[config.mk]
export PLATFORM = sky130hd
export DESIGN_NAME = uart_host_bridge
export DESIGN_NICKNAME = d
export VERILOG_FILES = /design/src/rtl/uart_pkg.sv /design/src/rtl/uart_sync_fifo.sv /design/src/rtl/uart_host_bridge.sv
export SDC_FILE = /design/constraint.sdc
export NUM_CORES = 1
export LEC_CHECK = 0
export CAP_MARGIN = 10
export CORE_ASPECT_RATIO = 2
export CORE_MARGIN = 4
export CORE_UTILIZATION = 55
export CTS_CLUSTER_SIZE = 28
export DETAILED_ROUTE_END_ITERATION = 12
export HOLD_SLACK_MARGIN = 0.05
export MAX_ROUTING_LAYER = met4
export PLACE_DENSITY = 0.74
export SLEW_MARGIN = 20
export SYNTH_ARGS = -nofsm -noshare
export SYNTH_HDL_FRONTEND = slang
export SYNTH_SLANG_ARGS = --single-unit
export TNS_END_PERCENT = 20
[constraint.sdc]
create_clock -name clk -period 3.7 [get_ports clk]
set_input_delay 0.925 -clock clk [delete_from_list [all_inputs] [get_ports clk]]
set_output_delay 0.925 -clock clk [all_outputs]
set_load 0.05 [all_outputs]
[src/rtl/uart_pkg.sv]
// Shared types for the UART host bridge: byte type and the TX/RX handshake state encodings.
package uart_pkg;

  localparam int BYTE_W = 8;

  typedef logic [BYTE_W-1:0] byte_t;

  // Labels carry a TX_/RX_ prefix so both enums can live in one package scope.
  typedef enum logic [1:0] {
    TX_IDLE,
    TX_LOAD,
    TX_WAIT_BUSY,
    TX_WAIT_DONE
  } tx_state_t;

  typedef enum logic [1:0] {
    RX_IDLE,
    RX_ACK,
    RX_WAIT_LOW
  } rx_state_t;

endpackage

[src/rtl/uart_sync_fifo.sv]
// Single-clock FIFO with first-word fall-through output; DEPTH must be a power of two.
// Push when full and pop when empty are ignored; pointers wrap naturally.
module uart_sync_fifo #(
  parameter int DEPTH = 16,
  parameter int WIDTH = 8
) (
  input  logic                     clk,
  input  logic                     reset,
  input  logic                     push,
  input  logic                     pop,
  input  logic [WIDTH-1:0]         din,
  output logic [WIDTH-1:0]         dout,
  output logic                     full,
  output logic                     empty,
  output logic [$clog2(DEPTH):0]   level
);

  localparam int AW = $clog2(DEPTH);

  logic [WIDTH-1:0] mem_q [DEPTH];
  logic [AW-1:0]    wr_ptr_q;
  logic [AW-1:0]    rd_ptr_q;
  logic [AW:0]      level_q;
  logic             do_push;
  logic             do_pop;

  assign full    = (level_q == (AW+1)'(DEPTH));
  assign empty   = (level_q == '0);
  assign do_push = push & ~full;
  assign do_pop  = pop & ~empty;
  assign dout    = mem_q[rd_ptr_q];
  assign level   = level_q;

  always_ff @(posedge clk) begin
    if (reset) begin
      wr_ptr_q <= '0;
      rd_ptr_q <= '0;
      level_q  <= '0;
    end else begin
      if (do_push) wr_ptr_q <= wr_ptr_q + 1'b1;
      if (do_pop)  rd_ptr_q <= rd_ptr_q + 1'b1;
      level_q <= level_q + (AW+1)'(do_push) - (AW+1)'(do_pop);
    end
  end

  always_ff @(posedge clk) begin
    if (do_push) mem_q[wr_ptr_q] <= din;
  end

endmodule

[src/rtl/uart_host_bridge.sv]
// Host-side bridge for the UART core: TX/RX FIFOs plus the load and acknowledge handshakes.
// Optional macro UART_HOST_ECHO_EN adds echo_mode, looping received bytes back into the TX FIFO.
module uart_host_bridge
  import uart_pkg::*;
#(
  parameter int DEPTH = 16,
  localparam int LVL_W = $clog2(DEPTH) + 1
) (
  input  logic             clk,
  input  logic             reset,
  input  logic             tx_valid,
  input  logic [7:0]       tx_data,
  output logic             tx_ready,
  output logic             rx_valid,
  output logic [7:0]       rx_data,
  input  logic             rx_ready,
  output logic             uart_wr_enb,
  output logic [7:0]       uart_data_in,
  input  logic             uart_tx_active,
  input  logic             uart_rx_ready,
  input  logic [7:0]       uart_rx_data,
  output logic             uart_rdy_clr,
  output logic [LVL_W-1:0] tx_level,
  output logic [LVL_W-1:0] rx_level,
  output logic             rx_overflow,
`ifdef UART_HOST_ECHO_EN
  input  logic             echo_mode,
`endif
  input  logic             ovf_clr
);

  tx_state_t tx_state_q, tx_state_d;
  rx_state_t rx_state_q, rx_state_d;
  byte_t     tx_head, tx_din, data_in_q;
  logic      tx_full, tx_empty, rx_full, rx_empty;
  logic      tx_push, tx_pop, rx_push, rx_pop, ack, ovf_q;

  assign ack = (rx_state_q == RX_ACK);

`ifdef UART_HOST_ECHO_EN
  logic echo_push;
  // Echo owns the TX FIFO write port during ACK, so the host is stalled that cycle.
  assign echo_push = ack & echo_mode & ~rx_full;
  assign tx_ready  = ~tx_full & ~ack;
  assign tx_push   = echo_push | (tx_valid & tx_ready);
  assign tx_din    = echo_push ? uart_rx_data : tx_data;
`else
  assign tx_ready  = ~tx_full;
  assign tx_push   = tx_valid & tx_ready;
  assign tx_din    = tx_data;
`endif

  assign rx_valid = ~rx_empty;
  assign rx_pop   = rx_valid & rx_ready;

  uart_sync_fifo #(.DEPTH(DEPTH), .WIDTH(BYTE_W)) u_tx_fifo (
    .clk(clk), .reset(reset), .push(tx_push), .pop(tx_pop), .din(tx_din),
    .dout(tx_head), .full(tx_full), .empty(tx_empty), .level(tx_level)
  );

  uart_sync_fifo #(.DEPTH(DEPTH), .WIDTH(BYTE_W)) u_rx_fifo (
    .clk(clk), .reset(reset), .push(rx_push), .pop(rx_pop), .din(uart_rx_data),
    .dout(rx_data), .full(rx_full), .empty(rx_empty), .level(rx_level)
  );

  always_ff @(posedge clk) begin
    if (reset) begin
      tx_state_q <= TX_IDLE;
      rx_state_q <= RX_IDLE;
      data_in_q  <= '0;
      ovf_q      <= 1'b0;
    end else begin
      tx_state_q <= tx_state_d;
      rx_state_q <= rx_state_d;
      if (tx_state_q == TX_LOAD) data_in_q <= tx_head;
      if (ack && rx_full)        ovf_q     <= 1'b1;
      else if (ovf_clr)          ovf_q     <= 1'b0;
    end
  end

  always_comb begin
    tx_state_d = tx_state_q;
    unique case (tx_state_q)
      TX_IDLE:      if (!tx_empty && !uart_tx_active) tx_state_d = TX_LOAD;
      TX_LOAD:      tx_state_d = TX_WAIT_BUSY;
      TX_WAIT_BUSY: if (uart_tx_active) tx_state_d = TX_WAIT_DONE;
      TX_WAIT_DONE: if (!uart_tx_active) tx_state_d = TX_IDLE;
      default:      tx_state_d = TX_IDLE;
    endcase
  end

  always_comb begin
    rx_state_d = rx_state_q;
    unique case (rx_state_q)
      RX_IDLE:     if (uart_rx_ready) rx_state_d = RX_ACK;
      RX_ACK:      rx_state_d = RX_WAIT_LOW;
      RX_WAIT_LOW: if (!uart_rx_ready) rx_state_d = RX_IDLE;
      default:     rx_state_d = RX_IDLE;
    endcase
  end

  always_comb begin
    uart_wr_enb  = (tx_state_q == TX_LOAD);
    tx_pop       = (tx_state_q == TX_LOAD);
    uart_rdy_clr = ack;
    rx_push      = ack;
  end

  // Head is shown combinationally in LOAD, then held by the register until the next load.
  assign uart_data_in = uart_wr_enb ? tx_head : data_in_q;
  assign rx_overflow  = ovf_q;

endmodule

Yosys cells after proc, flatten, opt, wreduce, memory -nomap -nowiden. Memory sizes are Yosys's and may differ from the RTL's. A register that Yosys moved wholly into a read port is not among the register bits. Cells that the tools add are included. Widths: inputs -> output; s select.

Flip-flop bits (word level): 39. Bits in writable memories: 256. Bits of input ports: 23. Output and inout bits: 31. Logic and storage cells: 71. Memories: 2.

Memory list: u_rx_fifo.mem_q (depth 16, bits a word 8, rd ports 1, clocked after memory_dff 1, wr ports 1, line uart_sync_fifo.sv:20) `logic [WIDTH-1:0] mem_q [DEPTH];`; u_tx_fifo.mem_q (depth 16, bits a word 8, rd ports 1, clocked after memory_dff 1, wr ports 1, line uart_sync_fifo.sv:20).

$add $sub $neg: 8. Eq/ne operators: 12. Mux-type cells: 18. Bitwise gates (word level): 10. Reductions and logical operators: 11.

Operator list (count): $add 4x1->4 const B (4); $mux 4 (4); $add 5x1->5 (2); $eq 5x5->1 const B (2); $logic_not 5->1 (2); $mux 2 (5); $ne 2x2->1 const B (5); $sub 5x1->5 (2); $mux 8 (1); $pmux 2 s4 (1); $and 1x1->1 (6); $eq 2x2->1 const B (3); $mux 1 (6); $pmux 2 s3 (1); $eq 2x1->1 const B (2); $logic_not 2->1 (2); $not 1->1 (4); $reduce_and 3->1 (1); $logic_and 1x1->1 (2); $logic_not 1->1 (2); $reduce_and 2->1 (1); $reduce_bool 2->1 (1).

Depth between registers and ports, before layout.
Word-level depth: 6. Gate-level depth with buffers: 13. Depth with buffers taken out: 12.

By module. A second synthesis with hierarchy kept.

Cells, all modules: 668. Area, all modules: 12194.2 sq um.

By module, submodules not included: uart_sync_fifo (times used 2, cells each 306, area each 5799.3 sq um); uart_host_bridge (times used 1, cells each 56, area each 595.6 sq um).

Least setup slack after synthesis. No wires, ideal clock.

Path kind: reg-to-reg. Start: register u_rx_fifo.level_q[3] (netlist: u_rx_fifo.level[3]). End: register u_rx_fifo.level_q[4] (netlist: u_rx_fifo.level[4]). Setup time: 0.071 ns. Arrival: 3.278 ns. Data required time: 3.629 ns. Setup slack: 0.351 ns. Cell stages (with the launch flop): 13. Path buffers: 1. Clock period less this slack: 3.349 ns. Cell sequence: dfxtp_1 > inv_1 > ha_1 > or4b_2 > clkbuf_1 > nand3_1 > o21ai_0 > ha_1 > fa_1 > a21oi_1 > nor2_1 > or3_1 > a21oi_1.

Cells in the longest elaborated chain, start to end: 5. Elaborated cells on any way between the ends: 9. Classes of those cells: add/sub (2); eq/ne (1); bitwise (5); reduce/logical (1).

Ends and longest elaborated chain: start, declared (line uart_sync_fifo.sv:23) `logic [AW:0] level_q;`; start signal, assigned (line uart_sync_fifo.sv:42) `level_q <= level_q + (AW+1)'(do_push) - (AW+1)'(do_pop);`; $logic_not 5->1 (*) (line uart_sync_fifo.sv:28) `assign empty = (level_q == '0);`; $not 1->1 (*) (line uart_host_bridge.sv:53) `assign rx_valid = ~rx_empty;`; named net rx_valid (line uart_host_bridge.sv:14) `output logic rx_valid,`; $and 1x1->1 (line uart_host_bridge.sv:54) `assign rx_pop = rx_valid & rx_ready;`; $and 1x1->1 (*) (line uart_sync_fifo.sv:30) `assign do_pop = pop & ~empty;`; $sub 5x1->5 (*) (line uart_sync_fifo.sv:42).

The timed path passes the listed nets; every way through them passes the cells marked *. A chain may end at the register's enable or synchronous reset.

==> flow_summary.toml <==
[status]
status = "finished, final reports clean"

[die]
die_area_sq_mm = 0.0247
die_height_microns = 218
core_sq_mm = 0.0217
num_rows = 76
die_w_microns = 113
pin_count = 54
initial_core_util_pct = 56.0

[power]
p_per_area_mw_per_mm2 = 647
peakVddDrop_v = 0.000666
leakagePower_uw = 0.00460

[timing]
drv_slew = 0
min_period_ns = 3.47
maxSlewHeadroom_pct = 39.0
max_freq_mhz = 289
finalHoldViolations = 0
fin_crit_sh_pct = 93.7
setup-violations-final = 0
grt_setup_unrepaired = "false"
worstMarginPinSlew_ns = 0.912
setup-tns-final_ns = 0
hold_slack_ns = 0.445
fin_skew_ns = 0.00534

[final_layout]
regArea_sq_mm = 0.00863
utilization_pct = 64.2
drive_gt1_share_pct = 17.8
multi_input_area_sq_mm = 0.00326
final.fill_count = 1503
diodes = 0
area_growth_pct = 14.5
nets = 772

[synth]
synth.most_common_cell = "edfxtp_1"
synth_cell_types = 39
synth.yosys.seq_area_share_pct = 71.0
syn_area_per_cell_sq_um = 18.7
synth_area_leader_cell = "edfxtp_1"
yosysTopAreaCellShare_pct = 63.3
syn-cell-area_sq_mm = 0.0121
ys.flop_type = "edfxtp_1"
synth_edf_count = 256
synth_warnings = 0
syn_inst = 648
synth_nets = 698
yosys-top-cells-area = "edfxtp_1 63%, mux4_2 8.2%, dfxtp_1 7.7%"
async_flop_share_pct = 0
synth_common_cells = "256 x edfxtp_1, 51 x nor2_1, 47 x dfxtp_1, 44 x mux4_2, 28 x mux4_1"
ys_ff_latch = 303

[worst_setup_path]
critPathKind = "flop to primary output"
endpoint_kind = "primary output"
cp_data_arrival_time_ns = 2.54
crit_fanout = 24
worst-r2r-cell-count = 11
required_ns = 2.77
worstSetupStartpointType = "flop"

[clocking]
worstSkewPairLatency_ns = 0.51
cts_buffers = 25
postCtsResizedCells = 0
h-tree-depth = 1
cts.reportedPaths.clkPinSlew_ns = 0.07
cts.sinks = 303
cts_tree = "yes"
clockBufferDepth = 3
clock-root-buffer = "clkbuf_16"
hold_buffers = 0
post_cts_buffers = 0

[global_routing]
grt_pass1_vias = 6369
grt_max_degree = 48
grt_pass1_wl_microns = 35900
track_usage_pct = 19.7
grt-ovfl-total = 0
antenna_found_initial = 0

[detailed_routing]
dr.pass1.iters = 4
wl_per_cell_microns = 22.7
dr.first_iter.drc_count = 256
drc = 0
ant_nets = 0
routed_wl_microns = 23000
num_vias = 5901
vias_per_cell = 5.83

[run]
maxCapViolations = 0

[worst_hold_path]
min_path_type = "flop to flop"
worstHoldPathCells = 1

[placement]
dp_hpwl_microns = 16000
io_buffers = 53
place_congestion = 0.798
## layer usage
metal / vias to the layer above / global-route usage (%) / wire [microns] / share of wire, %
met5: - / - / 0 / 0
met4: 0 / 5.58 / 556 / 2.4
met3: 43 / 2.24 / 799 / 3.5
met2: 140 / 38.5 / 13900 / 61
met1: 3020 / 20.2 / 7660 / 33
li1: 2698 / - / - / -
## flip-flops by register name, summed over array words and instances (netlist names), 4 cells and up, named ones only
signal / count
u_tx_fifo.level: 5
u_rx_fifo.wr_ptr_q: 4
u_tx_fifo.wr_ptr_q: 4
u_tx_fifo.mem_q: 128
u_tx_fifo.rd_ptr_q: 4
data_in_q: 8
u_rx_fifo.mem_q: 128
u_rx_fifo.rd_ptr_q: 4
u_rx_fifo.level: 5
## cell type report
cell class | count | share of cell area [%]
Timing Repair Buffer | 79 | 5.25
Clock inverter | 10 | 1.15
Sequential cell | 303 | 62.0
Tap cell | 273 | 2.46
Multi-Input combinational cell | 295 | 23.4
Inverter | 18 | 0.486
Clock buffer | 35 | 5.20
## placed cells by master (no fill, tap or decap), drive strengths merged, types with 2 or more instances in the layout
master	n
nand2b	15
buf	43
a21oi	13
clkdlybuf4s50	36
mux2i	18
xnor2	6
nor3	11
o221ai	8
mux4	72
a21o	2
nand3	12
nor2b	14
nand2	14
edfxtp	256
clkbuf	35
or4b	2
xor2	11
inv	21
ha	25
dfxtp	47
and3	3
fa	2
nand3b	2
o21ai	5
clkinv	3
bufinv	4
nor2	51
## power breakdown
part           switching (uW)  internal [uW]
clock network            1130           1650
logic                    1320            922
registers                 104           3870
total                    2560           6450
## logic make-up (layout without fill, tap and decap cells)
group | after synthesis | in the layout | synth area share [%]
DFF | 303 | 303 | 71.0
xor gates and xnor gates | 17 | 17 | 1.23
adders and majority gates | 27 | 27 | 2.91
buffers and inverters | 50 | 142 | 2.13
muxes | 90 | 90 | 15.7
and+or+nand+nor | 130 | 130 | 5.33
AOI/OAI and AO/OA | 31 | 31 | 1.67
## path summary, 6_finish.rpt
kind | start | endpoint | slack, ns
min | rx_state_q[1]$_SDFFE_PP0P_ | rx_state_q[0]$_SDFFE_PP0P_ | 0.44
max | flop | uart_data_in[2] | 0.23
max reg2reg | u_rx_fifo.level[2]$_SDFF_PP0_ | u_rx_fifo.level[4]$_SDFF_PP0_ | 0.78
min reg2reg | rx_state_q[1]$_SDFFE_PP0P_ | rx_state_q[0]$_SDFFE_PP0P_ | 0.44
## metrics by stage
step | setup slack (ns) | std cells | total power (uW) | instance area [sq um]
3_3_place_gp | 0.624 | 968 | 6200 | 13000
4_1_cts | 0.144 | 1013 | 9090 | 13900
6_report | 0.235 | 1013 | 9000 | 13900
3_5_place_dp | 0.582 | 968 | 6310 | 13000
2_1_floorplan | 0.351 | 648 | 5650 | 12100
5_1_grt | 0.0267 | 1013 | 9390 | 13900
## worst max-delay path: stages (launching register included)
cell	delay (ns)
dfxtp_2	0.55
buf_12	0.27
mux4_2	0.54
mux2i_1	0.18
o221ai_1	0.22
buf_4	0.25
Power figures use the tool's default switching activity.
